[src/rtl/tc_pkg.sv]
// Shared types and defaults for the serial two's-complement negation scheduler.
package tc_pkg;

    localparam int unsigned TC_W_DEFAULT = 8;

    typedef enum logic [1:0] {
        IDLE,
        SHIFT,
        DONE
    } state_t;

    typedef logic [0:0] req_id_t;

endpackage

[src/rtl/tc_negate_cell.sv]
// Bit-serial two's-complement negator: copy bits up to and including the first 1, invert after.
module tc_negate_cell (
    input  logic clk,
    input  logic rst_n,
    input  logic d,
    input  logic start,
    output logic y
);

    logic seen_q;
    logic seen_eff;

    // start discards history so each word begins with no 1 seen
    always_comb begin
        seen_eff = start ? 1'b0 : seen_q;
        y        = d ^ seen_eff;
    end

    always_ff @(posedge clk or negedge rst_n) begin
        if (!rst_n) begin
            seen_q <= 1'b0;
        end else begin
            seen_q <= seen_eff | d;
        end
    end

endmodule

[src/rtl/tc_serial_sched.sv]
// Round-robin arbiter feeding two requesters through one shared serial negator.
// Optional res_ovf output (2^(W-1) input detect) enabled by defining TC_OVF_FLAG_EN.
module tc_serial_sched
    import tc_pkg::*;
#(
    parameter int unsigned W = TC_W_DEFAULT
) (
    input  logic         clk,
    input  logic         rst_n,
    input  logic         req0_valid,
    output logic         req0_ready,
    input  logic [W-1:0] req0_data,
    input  logic         req1_valid,
    output logic         req1_ready,
    input  logic [W-1:0] req1_data,
    output logic         res_valid,
    input  logic         res_ready,
    output logic [W-1:0] res_data,
    output logic         res_id,
    output logic         busy
`ifdef TC_OVF_FLAG_EN
    ,
    output logic         res_ovf
`endif
);

    localparam int unsigned CW = (W > 1) ? $clog2(W) : 1;

    state_t         state_q;
    state_t         state_nxt;
    req_id_t        last_q;
    req_id_t        gnt_id;
    logic [W-1:0]   gnt_data;
    logic [W-1:0]   sreg_q;
    logic [CW-1:0]  cnt_q;
    logic           accept;
    logic           shift_en;
    logic           last_bit;
    logic           cell_d;
    logic           cell_start;
    logic           cell_y;

    always_ff @(posedge clk or negedge rst_n) begin
        if (!rst_n) begin
            state_q <= IDLE;
        end else begin
            state_q <= state_nxt;
        end
    end

    // Arbitration, handshakes and next state; ready is only offered in IDLE
    always_comb begin
        state_nxt  = state_q;
        gnt_id     = 1'b0;
        req0_ready = 1'b0;
        req1_ready = 1'b0;
        accept     = 1'b0;
        case (state_q)
            IDLE: begin
                if (req0_valid && req1_valid) begin
                    gnt_id = ~last_q;
                end else begin
                    gnt_id = req1_valid;
                end
                req0_ready = req0_valid && (gnt_id == 1'b0);
                req1_ready = req1_valid && (gnt_id == 1'b1);
                accept     = req0_ready || req1_ready;
                if (accept) begin
                    state_nxt = SHIFT;
                end
            end
            SHIFT: begin
                if (last_bit) begin
                    state_nxt = DONE;
                end
            end
            DONE: begin
                if (res_ready) begin
                    state_nxt = IDLE;
                end
            end
            default: state_nxt = IDLE;
        endcase
    end

    always_comb begin
        gnt_data   = (gnt_id == 1'b1) ? req1_data : req0_data;
        shift_en   = (state_q == SHIFT);
        last_bit   = shift_en && (cnt_q == CW'(W - 1));
        cell_d     = shift_en && sreg_q[0];
        cell_start = shift_en && (cnt_q == '0);
    end

    tc_negate_cell u_cell (
        .clk   (clk),
        .rst_n (rst_n),
        .d     (cell_d),
        .start (cell_start),
        .y     (cell_y)
    );

    // Input/output shift registers, bit counter, pointer and registered status
    always_ff @(posedge clk or negedge rst_n) begin
        if (!rst_n) begin
            last_q    <= 1'b1;
            sreg_q    <= '0;
            cnt_q     <= '0;
            res_data  <= '0;
            res_id    <= 1'b0;
            res_valid <= 1'b0;
            busy      <= 1'b0;
        end else begin
            busy      <= (state_nxt != IDLE);
            res_valid <= (state_nxt == DONE);
            if (accept) begin
                sreg_q <= gnt_data;
                res_id <= gnt_id;
                last_q <= gnt_id;
                cnt_q  <= '0;
            end else if (shift_en) begin
                sreg_q   <= sreg_q >> 1;
                res_data <= {cell_y, res_data[W-1:1]};
                cnt_q    <= cnt_q + CW'(1);
            end
        end
    end

`ifdef TC_OVF_FLAG_EN
    // A 1 on the final bit with no earlier 1 means the input was 2^(W-1)
    always_ff @(posedge clk or negedge rst_n) begin
        if (!rst_n) begin
            res_ovf <= 1'b0;
        end else if (last_bit) begin
            res_ovf <= cell_d & cell_y;
        end
    end
`endif

endmodule

[config.mk]
export PLATFORM = sky130hd
export DESIGN_NAME = tc_serial_sched
export DESIGN_NICKNAME = d
export VERILOG_FILES = /design/src/rtl/tc_pkg.sv /design/src/rtl/tc_negate_cell.sv /design/src/rtl/tc_serial_sched.sv
export SDC_FILE = /design/constraint.sdc
export NUM_CORES = 1
export LEC_CHECK = 0
export CORE_AREA = 2 2 56 58
export DETAILED_ROUTE_END_ITERATION = 8
export DIE_AREA = 0 0 58 60
export GPL_TIMING_DRIVEN = 1
export PLACE_DENSITY = 0.81
export SKIP_CTS_REPAIR_TIMING = 1
export SYNTH_ARGS = -nofsm -noshare
export SYNTH_HDL_FRONTEND = slang
export SYNTH_SLANG_ARGS = --single-unit
[constraint.sdc]
create_clock -name clk -period 2.1 [get_ports clk]
set_input_delay 0.21 -clock clk [delete_from_list [all_inputs] [get_ports clk]]
set_output_delay 0.21 -clock clk [all_outputs]
set_load 0.1 [all_outputs]
==> flow_summary.yaml, run 1 <==
clock_tree:
  cts_buffer_depth: 2
  cts_sinks: 26
  h-tree-depth: 1
  clk_latency_ps: 330
  cts_made_buffers: 3
  root_buffer: "clkbuf_4"
  tritoncts: "yes"
  cts.clk_slew.worst_paths_ps: 150
drt:
  drtIter0Drc: 36
  firstDrtPassIters: 4
  dr_wl_met3_um: 193
  drcViolationCount: 0
  via_count: 1080
  vias_per_cell: 5.45
  drt_wl_total_mm: 2.74
  wl_met1_mm: 1.16
  wl_per_cell_um: 13.8
  routed.top_layer: "met4"
  wl_met2_mm: 1.34
  ant_nets: 0
power_and_ir_drop:
  ir_worst_vdd_mv: 1.55
  p_per_area_nw_per_um2: 1700
  p_leak_nw: 0.796
run_status:
  status: "finished clean"
logic_synthesis:
  yosysTopAreaCell: "dfrtp_1"
  muxShareOfSynthArea: 0.0154
  synth-edff-count: 0
  synth_warnings: 0
  synth_compound_area_frac: 0.164
  yosys_register_bits: 26
  synth_common_cells: "27 x nand2_1, 25 x dfrtp_1, 11 x inv_1"
  syn-mean-instance-area_sq_um: 10.0
  synth_top_family_by_area: "simple AND/OR/NAND/NOR gates"
  syn_inst: 130
  yosys.cell_count.top_type: "nand2_1"
  synthAdderAreaFrac: 0.0384
  async_reset_ff_frac: 1.00
  synth_cell_types: 27
  synth_simple_gate_area_frac: 0.209
  synthXorXnorAreaFrac: 0
  ys_top_cells_by_area: "dfrtp_1 48%, nand2_1 7.8%, a32oi_1 4.7%, nand4b_1 4.7%, a211oi_1 4.0%"
  synth_seq_area_share: 0.500
  syn-num-nets: 155
  yosysTopAreaCellShare: 0.480
  synth.cell_area_sq_um: 1300
  ys.flop_type: "dfrtp_1"
grt:
  grt_use_total: 0.184
  grt_pass1_vias: 1132
  grt_max_degree: 27
  antenna_found_initial: 0
  overflow: 0
  grt_first_pass_wirelength_mm: 4.94
cells_and_area:
  syn2layout_area_growth_pct: 32.0
  final_util: 0.593
  num_antenna_cells: 0
  layout-drive-gt1-share: 0.176
  num-nets-final: 191
place:
  gp_congestion: 0.832
  place_hpwl_mm: 2.05
  place_ws_ps: 264
  port_buffers: 33
sta:
  max_freq_ghz: 0.522
  setup_viol: 0
  fin_crit_ps: 1920
  slew_viol_final: 0
  relSlewSlack: 0.658
  fin_crit_sh: 0.912
  worstMarginPinSlew_ps: 513
  rsz0062_at_grt: "false"
  finClkSkew_ps: 5.36
  finalHoldViolations: 0
  setup_ws_ps: 185
  fin_tns_setup_ps: 0
worst_hold_path:
  hold_path.class: "input port to async pin"
floorplan:
  dieArea_sq_um: 3480
  ios: 34
  rows: 20
  dieHeight_um: 60
  die_w_um: 58
  start_util: 0.449
  core_sq_um: 2900
critical_path:
  worstPathMaxFanout: 13
  startpoint_type: "register"
  criticalPathCategory: "register to output pin"
  critPathRequiredTime_ps: 1890
  crit_arrival_ps: 1710
  endpoint_kind: "output pin"
flow_run:
  maxCapViolCount: 0
-- final timing paths --
| kind | start | to | slack [ps] | cells after the start |
|---|---|---|---|---|
| min in group clk | req1_data[5] | sreg_q[5] | 450 | 3 |
| worst max-delay path | state_q[0] | req0_ready | 180 | 4 |
| worst max register to register | state_q[0] | cnt_q[1] | 480 | 3 |
| worst min-delay path | rst_n | res_data[3] | 230 | 2 |
| max in group asynchronous | rst_n | last_q | 1580 | 2 |
| worst min register to register | res_id | res_id | 510 | 1 |
-- layout by cell type, fill, tap and decap left out --
cell type and count:
nand2_1 27, dfrtp_1 25, clkdlybuf4s50_1 20, buf_4 17
inv_1 11, nand4b_1 7, nand3_1 7, a211oi_1 7
a32oi_1 7, o21ai_0 4, ha_1 4, a21o_1 3
nand2b_1 3, clkbuf_4 3, a21oi_1 2, and2_1 2
mux2i_1 2, buf_12 2, and2b_1 1, nor3b_1 1
nor3_4 1, or2_1 1, nor2_4 1, a21boi_4 1
a21oi_2 1, a22o_1 1, a31oi_1 1, a31o_2 1
bufinv_16 1, dfstp_2 1
-- sequential cells by signal (all words and copies together), names as in the netlist --
signal         count
state_q            2
last_q             1
cnt_q              3
res_id             1
u_cell.seen_q      1
sreg_q             8
res_data           8
res_valid          1
busy               1
-- power breakdown --
| part | total [mW] | switching [mW] | internal (mW) |
|---|---|---|---|
| Combinational | 1.66 | 1.15 | 0.506 |
| Sequential | 0.911 | 0.179 | 0.732 |
| Clock | 0.352 | 0.159 | 0.193 |
-- cells by family after synthesis --
| logic type | count (synthesis) |
|---|---|
| buf+inv | 19 |
| mux | 2 |
| fa+ha+maj | 4 |
| flops | 26 |
| simple gates | 51 |
| compound gates | 28 |
-- through the flow --
step	total power [mW]	cell area (sq um)	hold WS [ps]	instances
2_1_floorplan	2.20	1310	-85.6	130
3_3_place_gp	2.53	1660	465	194
3_5_place_dp	2.59	1660	475	194
4_1_cts	2.94	1720	244	198
5_1_grt	3.11	1720	274	198
6_report	2.92	1720	227	198
-- final cells by class --
cell class / instances / area [sq um]
clock buffer: 3 / 22.5
clock inverter: 1 / 30.0
fill: 258 / 1180
inverter: 11 / 41.3
multi-input combinational: 85 / 566
sequential: 26 / 652
tap: 33 / 41.3
timing repair buffer: 39 / 368
-- worst max-delay path, stage by stage, from the launching register on --
cell and delay (ps):
dfrtp_1 590, nor2_4 290, nand2_1 120, a21oi_2 170
buf_12 190
-- per-layer routing --
layer	GRT usage	vias to the layer above
li1	-	526
met1	0.231	504
met2	0.315	43
met3	0.0433	7
met4	0.0598	0
met5	0	-
Note: power is estimated with default switching activity, not from simulation.
==> run 2, diff against run 1 <==
--- a/config.mk
+++ b/config.mk
@@ -8,9 +8,9 @@
 export CORE_AREA = 2 2 56 58
 export DETAILED_ROUTE_END_ITERATION = 8
 export DIE_AREA = 0 0 58 60
-export GPL_TIMING_DRIVEN = 1
-export PLACE_DENSITY = 0.81
+export PLACE_DENSITY = 0.82
 export SKIP_CTS_REPAIR_TIMING = 1
 export SYNTH_ARGS = -nofsm -noshare
 export SYNTH_HDL_FRONTEND = slang
+export SYNTH_HIERARCHICAL = 1
 export SYNTH_SLANG_ARGS = --single-unit
==> flow_summary.yaml, run 2 <==
sta:
  setup_ws_ps: 328
  slew_viol_final: 0
  finalHoldViolations: 0
  relSlewSlack: 0.704
  worstMarginPinSlew_ps: 445
  max_freq_ghz: 0.564
  finClkSkew_ps: 5.98
  setup_viol: 0
  fin_crit_sh: 0.844
  fin_tns_setup_ps: 0
  rsz0062_at_grt: "false"
  fin_crit_ps: 1770
critical_path:
  startpoint_type: "register"
  critPathRequiredTime_ps: 1890
  criticalPathCategory: "register to output pin"
  endpoint_kind: "output pin"
  worstReg2RegEnd: "sreg_q[3]"
  reg2reg_from: "state_q[0]"
  worstPathMaxFanout: 14
  rrSetupSlack_ps: 470
  reg2reg_depth: 3
  crit_arrival_ps: 1560
logic_synthesis:
  yosysTopAreaCellShare: 0.471
  syn-mean-instance-area_sq_um: 9.99
  synth_common_cells: "36 x nand2_1, 25 x dfrtp_1, 10 x a21oi_1"
  synth_simple_gate_area_frac: 0.229
  synth_compound_area_frac: 0.167
  synth_top_family_by_area: "simple AND/OR/NAND/NOR gates"
  yosysTopAreaCell: "dfrtp_1"
  ys_top_cells_by_area: "dfrtp_1 47%, nand2_1 10%, a41oi_2 8.6%, nand3b_1 4.0%, a21oi_1 3.8%"
  ys.flop_type: "dfrtp_1"
  muxShareOfSynthArea: 0.0320
  syn_inst: 133
  synth_seq_area_share: 0.491
  syn-num-nets: 158
  synthAdderAreaFrac: 0.0377
  synth.cell_area_sq_um: 1330
  yosys.cell_count.top_type: "nand2_1"
  yosys_register_bits: 26
  synthXorXnorAreaFrac: 0
  synth-edff-count: 0
  async_reset_ff_frac: 1.00
  synth_warnings: 6
  synth_cell_types: 31
power_and_ir_drop:
  p_per_area_nw_per_um2: 1670
  swShare: 0.534
  seqPwrFrac: 0.312
  p_total_mw: 2.91
  p_int_mw: 1.36
  pwr-share-clk: 0.075
  p_sw_mw: 1.55
  p_leak_nw: 0.789
  power_frac_comb: 0.613
  ir_worst_vdd_mv: 1.42
drt:
  drcViolationCount: 0
  vias_per_cell: 5.36
  wl_per_cell_um: 14.5
  via_count: 1089
  drt_wl_total_mm: 2.95
  ant_nets: 0
  drtIter0Drc: 32
  firstDrtPassIters: 4
grt:
  met3_usage: 0.0238
  grt_max_degree: 27
  use_met2: 0.331
  globalRoute.busiestLayer: "met2"
  grt_pass1_vias: 1114
  overflow: 0
  grt_first_pass_wirelength_mm: 5.06
  grt_use_total: 0.192
  grt_use_met1: 0.249
  antenna_found_initial: 0
cells_and_area:
  layout-drive-gt1-share: 0.200
  final_cell_mix: "36 x nand2_1, 25 x dfrtp_1, 20 x clkdlybuf4s50_1, 17 x buf_4, 10 x a21oi_1"
  fin_cells: 203
  syn2layout_area_growth_pct: 31.2
  reg_top3: "res_data: 8 flops, sreg_q: 8 flops, cnt_q: 3 flops"
  final_common_cell: "nand2_1"
  design_area_sq_um: 1740
  fill_cells: 243
  num-nets-final: 196
  num_antenna_cells: 0
place:
  place_inst: 199
  gp_congestion: 0.792
  place_hpwl_mm: 2.14
  port_buffers: 33
  place_ws_ps: 345
  placed_area_sq_um: 1720
clock_tree:
  cts.clk_slew.worst_paths_ps: 140
  tritoncts: "yes"
  cts_sinks: 26
  root_buffer: "clkbuf_4"
  cts_buffer_depth: 2
  cts_made_buffers: 3
  clk_latency_ps: 320
  h-tree-depth: 1
worst_hold_path:
  hold_path.class: "input port to async pin"
floorplan:
  die_w_um: 58
  rows: 20
  ios: 34
  core_sq_um: 2900
  dieArea_sq_um: 3480
  start_util: 0.458
  dieHeight_um: 60
run_status:
  status: "finished clean"
flow_run:
  maxCapViolCount: 0
[run 2: changes by cell type in the layout (fill, tap and decap cells not counted), moves of 3 or more]
cell      delta
nand2_1      +9
a32oi_1      -7
a21oi_1      +8
a211oi_1     -7
o21ai_0      -3
inv_1        -5
nand3b_1     +7
nand4b_1     -7
a41oi_2      +7
[run 2: cell type report]
class                      count  area [sq um]  area share
timing repair buffer          39           368       0.211
inverter                       7          26.3      0.0151
multi-input combinational     94           629       0.361
clock buffer                   4          26.3      0.0151
sequential                    26           652       0.374
tap                           33          41.3      0.0237
[run 2: power by group through the flow]
stage               sequential (mW)  combinational [mW]  clock (mW)
floorplan                      1.56               0.720           0
global placement              0.907                1.74           0
detailed placement            0.917                1.80           0
CTS                           0.911                1.80       0.224
global route                  0.942                1.92       0.248
finish                        0.908                1.78       0.219
[run 2: kinds of logic after synthesis]
group,after synthesis
AOI/OAI and AO/OA,25
adders and majority gates,4
buffers and inverters,13
DFF,26
muxes,3
and+or+nand+nor,62
[run 2: metrics by stage]
step / utilization / hold WS (ps)
floorplan: - / -85.6
global placement: 0.591 / 465
detailed placement: 0.591 / 475
CTS: 0.600 / 254
global route: 0.600 / 258
finish: 0.600 / 256
[run 2: worst max path at each step]
| stage | start | endpoint | slack (ps) | cells after the start |
|---|---|---|---|---|
| 6_report | state_q[0] | req0_ready | 330 | 3 |
| 5_1_grt | state_q[0] | req1_ready | 250 | 3 |
| 4_1_cts | state_q[0] | req0_ready | 320 | 3 |
| 3_5_place_dp | req1_valid | sreg_q[3] | 340 | 4 |
| 3_3_place_gp | req1_valid | sreg_q[4] | 400 | 4 |
| 2_1_floorplan | state_q[1] | res_id | 230 | 3 |
[run 2: layer usage]
metal / vias to the layer above / routed length, um
li1: 531 / -
met1: 510 / 1330
met2: 46 / 1420
met3: 2 / 185
met4: 0 / 13
met5: - / 0
[run 2: worst max-delay path, stage by stage, from the launching register on]
cell,delay (ps)
dfrtp_1,570
nor3b_2,270
a21boi_4,220
buf_12,190
